### config.mk
export PLATFORM = sky130hd
export DESIGN_NAME = modfs_serial
export DESIGN_NICKNAME = d
export VERILOG_FILES = /design/src/rtl/modfs_serial.sv
export SDC_FILE = /design/constraint.sdc
export NUM_CORES = 2
export LEC_CHECK = 0
export ABC_AREA = 1
export CAP_MARGIN = 20
export CORE_AREA = 5 5 404 406
export CTS_CLUSTER_SIZE = 25
export DETAILED_ROUTE_END_ITERATION = 8
export DIE_AREA = 0 0 409 411
export HOLD_SLACK_MARGIN = 0.1
export PLACE_DENSITY = 0.57
export SYNTH_ARGS = -nofsm -noshare
export SYNTH_HDL_FRONTEND = slang
export SYNTH_SLANG_ARGS = --single-unit
### constraint.sdc
create_clock -name clk -period 6.5 [get_ports clk]
set_input_delay 1.95 -clock clk [delete_from_list [all_inputs] [get_ports clk]]
set_output_delay 1.95 -clock clk [all_outputs]
set_load 0.01 [all_outputs]
### src/rtl/modfs_serial.sv
// modfs_serial: limb-serial modular subtractor.
// dif = (op1 - op2 - bin) mod mod, computed one LIMB-wide slice per cycle:
// N cycles of subtract with a ripple borrow, then N cycles of a conditional
// add-back of the modulus.
// Optional feature macro: MODFS_FASTSKIP_EN. When defined, the add-back pass
// is skipped if the subtraction produced no final borrow (latency N or 2N).
// When undefined, the add-back always runs (constant latency 2N).
module modfs_serial #(
    parameter int unsigned WIDTH = 256,
    parameter int unsigned LIMB  = 32
) (
    input  logic             clk,
    input  logic             rst,
    input  logic [WIDTH-1:0] op1,
    input  logic [WIDTH-1:0] op2,
    input  logic [WIDTH-1:0] mod,
    input  logic             bin,
    input  logic             en,
    output logic [WIDTH-1:0] dif,
    output logic             vld,
    output logic             busy
);

    localparam int unsigned N    = WIDTH / LIMB;
    localparam int unsigned CW   = (N > 1) ? $clog2(N) : 1;
    localparam logic [CW-1:0] LAST = CW'(N - 1);

    typedef enum logic [1:0] {
        IDLE,
        SUB,
        ADD
    } state_t;

    state_t           state;
    logic [WIDTH-1:0] a_sh;     // minuend, shifted right one limb per SUB cycle
    logic [WIDTH-1:0] b_sh;     // subtrahend, shifted alongside a_sh
    logic [WIDTH-1:0] m_sh;     // modulus, shifted right one limb per ADD cycle
    logic [WIDTH-1:0] r;        // partial result; new limbs enter at the top
    logic [CW-1:0]    cnt;      // limb index within the current pass
    logic             bc;       // borrow during SUB, carry during ADD
    logic             fb;       // final borrow of the SUB pass

    logic [LIMB:0]    sub_limb;
    logic [LIMB:0]    add_limb;
    logic [WIDTH-1:0] r_sub;
    logic [WIDTH-1:0] r_add;

    // Limb datapath: the low limb of each shift register is the one in flight.
    // Results rotate in from the top so that after N limbs r is in natural
    // order without any variable-index writes.
    always_comb begin
        sub_limb = {1'b0, a_sh[LIMB-1:0]} - {1'b0, b_sh[LIMB-1:0]}
                   - {{LIMB{1'b0}}, bc};
        add_limb = {1'b0, r[LIMB-1:0]}
                   + (fb ? {1'b0, m_sh[LIMB-1:0]} : '0)
                   + {{LIMB{1'b0}}, bc};
        r_sub    = (r >> LIMB) | (WIDTH'(sub_limb[LIMB-1:0]) << (WIDTH - LIMB));
        r_add    = (r >> LIMB) | (WIDTH'(add_limb[LIMB-1:0]) << (WIDTH - LIMB));
    end

    // Control FSM with registered dif/vld/busy.
    always_ff @(posedge clk or negedge rst) begin
        if (!rst) begin
            state <= IDLE;
            a_sh  <= '0;
            b_sh  <= '0;
            m_sh  <= '0;
            r     <= '0;
            cnt   <= '0;
            bc    <= 1'b0;
            fb    <= 1'b0;
            dif   <= '0;
            vld   <= 1'b0;
            busy  <= 1'b0;
        end else begin
            vld <= 1'b0;
            case (state)
                IDLE: begin
                    if (en) begin
                        a_sh  <= op1;
                        b_sh  <= op2;
                        m_sh  <= mod;
                        bc    <= bin;
                        cnt   <= '0;
                        busy  <= 1'b1;
                        state <= SUB;
                    end
                end
                SUB: begin
                    a_sh <= a_sh >> LIMB;
                    b_sh <= b_sh >> LIMB;
                    r    <= r_sub;
                    if (cnt == LAST) begin
                        fb  <= sub_limb[LIMB];
                        bc  <= 1'b0;
                        cnt <= '0;
`ifdef MODFS_FASTSKIP_EN
                        if (!sub_limb[LIMB]) begin
                            dif   <= r_sub;
                            vld   <= 1'b1;
                            busy  <= 1'b0;
                            state <= IDLE;
                        end else begin
                            state <= ADD;
                        end
`else
                        state <= ADD;
`endif
                    end else begin
                        bc  <= sub_limb[LIMB];
                        cnt <= cnt + CW'(1);
                    end
                end
                ADD: begin
                    m_sh <= m_sh >> LIMB;
                    r    <= r_add;
                    if (cnt == LAST) begin
                        // Final carry is dropped: the sum is exact mod 2^WIDTH.
                        dif   <= r_add;
                        vld   <= 1'b1;
                        busy  <= 1'b0;
                        bc    <= 1'b0;
                        cnt   <= '0;
                        state <= IDLE;
                    end else begin
                        bc  <= add_limb[LIMB];
                        cnt <= cnt + CW'(1);
                    end
                end
                default: state <= IDLE;
            endcase
        end
    end

endmodule

==> metrics.yaml <==
netlist.area_leader.share_pct: 55.0
seq_power_share_pct: 37.4
post_cts_buffers: 0
ys_seq_elements: 1289
die_w_um: 409
switching_share_pct: 41.2
power_leakage_nw: 33.5
outcome: "finished clean"
syn_inst: 7051
drcViolationCount: 0
path_class: "input pin to register"
crit_chain: "clkdlybuf4s50_1, nand2_1, o21ai_4, buf_12, o21ai_0"
arrival_ns: 4.42
dp_slack_ns: 2.07
met3_usage_pct: 6.69
drt-pass1-iter-count: 8
synthFlopType: "dfrtp_1"
slew_headroom_pct: 9.44
setup_viol: 0
cts_hold_buffers: 0
rsz0062_at_grt: "no"
yosys.area.top_type: "dfrtp_1"
hold_class: "register to register"
grt_pass1_wl_um: 320000
fmax_mhz: 261
cp-start-kind: "input pin"
place_congestion: 0.905
met1_usage_pct: 31.4
clkTransAtPathRegs_ns: 0.06
drive_above_1_share_pct: 4.23
critical-path-slowest-cell: "buf_12"
h-tree-depth: 4
synth_nets: 7926
via_per_inst: 5.02
p_sw_w: 0.0146
ys_seq_area_share_pct: 55.0
wl_per_cell_um: 21.6
clockRootBuffer: "clkbuf_16"
cts_tree: "yes"
clock_latency_ns: 0.80
tightest_slew_ns: 1.36
yosys_warnings: 0
cp_max_fo: 272
core_area_um2: 159000
crit_path_end_kind: "register"
setup_tns_ns: 0
drt-initial-drc-count: 4516
layout_commonest_cell: "nand2_1"
synth_cell_type_count: 48
timing.final.crit_share_pct: 59.0
synth-edff-count: 0
start_util_pct: 36.8
met2_usage_pct: 41.7
grt_use_total_pct: 25.3
hpwl_um: 163000
cap_violations: 0
io_pins: 1030
postRouteAntennaNets: 0
port-buffer-count: 1029
dieHeight_um: 411
critPathMaxStageDelay_ns: 0.57
totalWireLength_um: 218000
pwr-share-comb_pct: 38.3
dieArea_um2: 168000
cts_buffer_depth: 3
hold_viol: 0
slew_viol_final: 0
grt_start_max_net_pins: 273
cts-resized-gates: 0
fin_crit_ns: 3.83
top_usage_layer: "met2"
power_density_nw_per_um2: 470
cp.required_ns: 7.09
row_count: 147
internal_power_w: 0.0208
peakVddDrop_mv: 0.343
grt_pass1_vias: 49364
netlist_top_cells_area: "dfrtp_1 (55%), nand2_1 (14%), a31oi_1 (7.3%), o21ai_0 (5.0%), nor2_1 (5.0%)"
synth_area_per_cell_um2: 8.32
grt.overflow.total: 0
skew_ns: 0.0408
netlist_area_um2: 58700
area_growth_pct: 28.2
nets: 8709
cts.sinks: 1289
async_flop_share_pct: 100
antenna_found_initial: 114
p_clk_share_pct: 24.3
num_vias: 50746
setup_slack_ns: 2.67
cts_buffers: 148
final_cell_mix: "nand2_1 (2258), dfrtp_1 (1289), clkdlybuf4s50_1 (1028), nor2_1 (773), a31oi_1 (683)"
final timing paths:
check,endpoint,startpoint,cells after the start,slack [ns]
max,b_sh[234]$_DFFE_PN0P_,en,5,2.67
max in group asynchronous,b_sh[200]$_DFFE_PN0P_,rst,2,3.77
min,r[194]$_DFFE_PN0P_,r[226]$_DFFE_PN0P_,2,0.48
min in group asynchronous,m_sh[68]$_DFFE_PN0P_,rst,1,1.02
min reg2reg,r[194]$_DFFE_PN0P_,r[226]$_DFFE_PN0P_,2,0.48
max reg2reg,b_sh[234]$_DFFE_PN0P_,state[1]$_DFFE_PN0P_,6,2.67
logic make-up (layout without fill, tap and decap cells):
kind of cell,count (synthesis),in the layout,share of synthesized area (%)
buffers and inverters,989,1890,7.46
AOI/OAI and AO/OA,1394,1394,13.5
adders and majority gates,103,103,2.25
other,0,66,0
and+or+nand+nor,3253,3253,21.4
DFF,1289,1289,55.0
xor gates and xnor gates,23,23,0.343
area by class of cell:
class	count	area, um2
multi-input combinational	4773	22100
timing repair buffer	1081	10900
inverter	541	2050
fill	15778	84300
sequential	1289	32300
tap	2086	2610
antenna	66	165
clock buffer	216	4370
clock inverter	52	722
metal layers:
layer	wire [um]	share of wire (%)
met1	89500	41
met2	105000	48
met3	14600	6.7
met4	8920	4.1
met5	481	0.22
metrics by stage:
| step | hold WS [ns] | power [W] | cells | utilization, % | cell area (um2) |
|---|---|---|---|---|---|
| 3_3_place_gp | 0.461 | 0.0266 | 9770 | 43.9 | 69900 |
| 4_1_cts | 0.478 | 0.0356 | 10038 | 47.1 | 75000 |
| 6_report | 0.477 | 0.0353 | 10104 | 47.2 | 75200 |
| 2_1_floorplan | 0.453 | 0.0223 | 7051 | - | 58700 |
| 3_5_place_dp | 0.465 | 0.0269 | 9770 | 43.9 | 69900 |
| 5_1_grt | 0.496 | 0.0380 | 10084 | 47.1 | 75200 |
state kept, by name, indices dropped and copies added, names as in the netlist:
| signal | flops |
|---|---|
| fb | 1 |
| bc | 1 |
| state | 2 |
| vld | 1 |
| m_sh | 256 |
| cnt | 3 |
| dif | 256 |
| b_sh | 256 |
| busy | 1 |
| r | 256 |
| a_sh | 256 |
critical path, delay by kind of cell:
| family | cells | cell delay [ns] |
|---|---|---|
| buf+inv | 2 | 1.05 |
| compound gates | 2 | 0.65 |
| simple gates | 1 | 0.25 |
power by group through the flow:
stage                     registers (W)  clock network, W  logic [W]
after floorplan                  0.0124                 0    0.00987
after global placement           0.0133                 0     0.0133
after detailed placement         0.0134                 0     0.0136
after CTS                        0.0132           0.00879     0.0136
after global routing             0.0136           0.00912     0.0153
final                            0.0132           0.00860     0.0135
Yosys cell counts (2+ instances only):
library cell	n
o211ai_1	7
dfrtp_1	1289
nor4_1	4
xnor2_1	8
a21oi_1	77
nor2_2	4
o21bai_1	8
buf_6	35
o21ai_1	11
nand3_2	3
a21o_1	5
o22ai_1	2
a21oi_2	4
fa_1	4
o21ai_0	588
o21ai_2	4
or2_2	2
ha_1	99
nand3_1	171
inv_1	537
buf_2	100
buf_4	69
nor3_1	5
o21a_1	2
buf_1	13
nand2_2	12
nor2_1	774
and2_1	6
xor2_1	15
a31oi_1	683
clkbuf_1	230
inv_2	2
nand2_1	2259
nand4_1	5
Note: power is estimated with default switching activity, not from simulation.
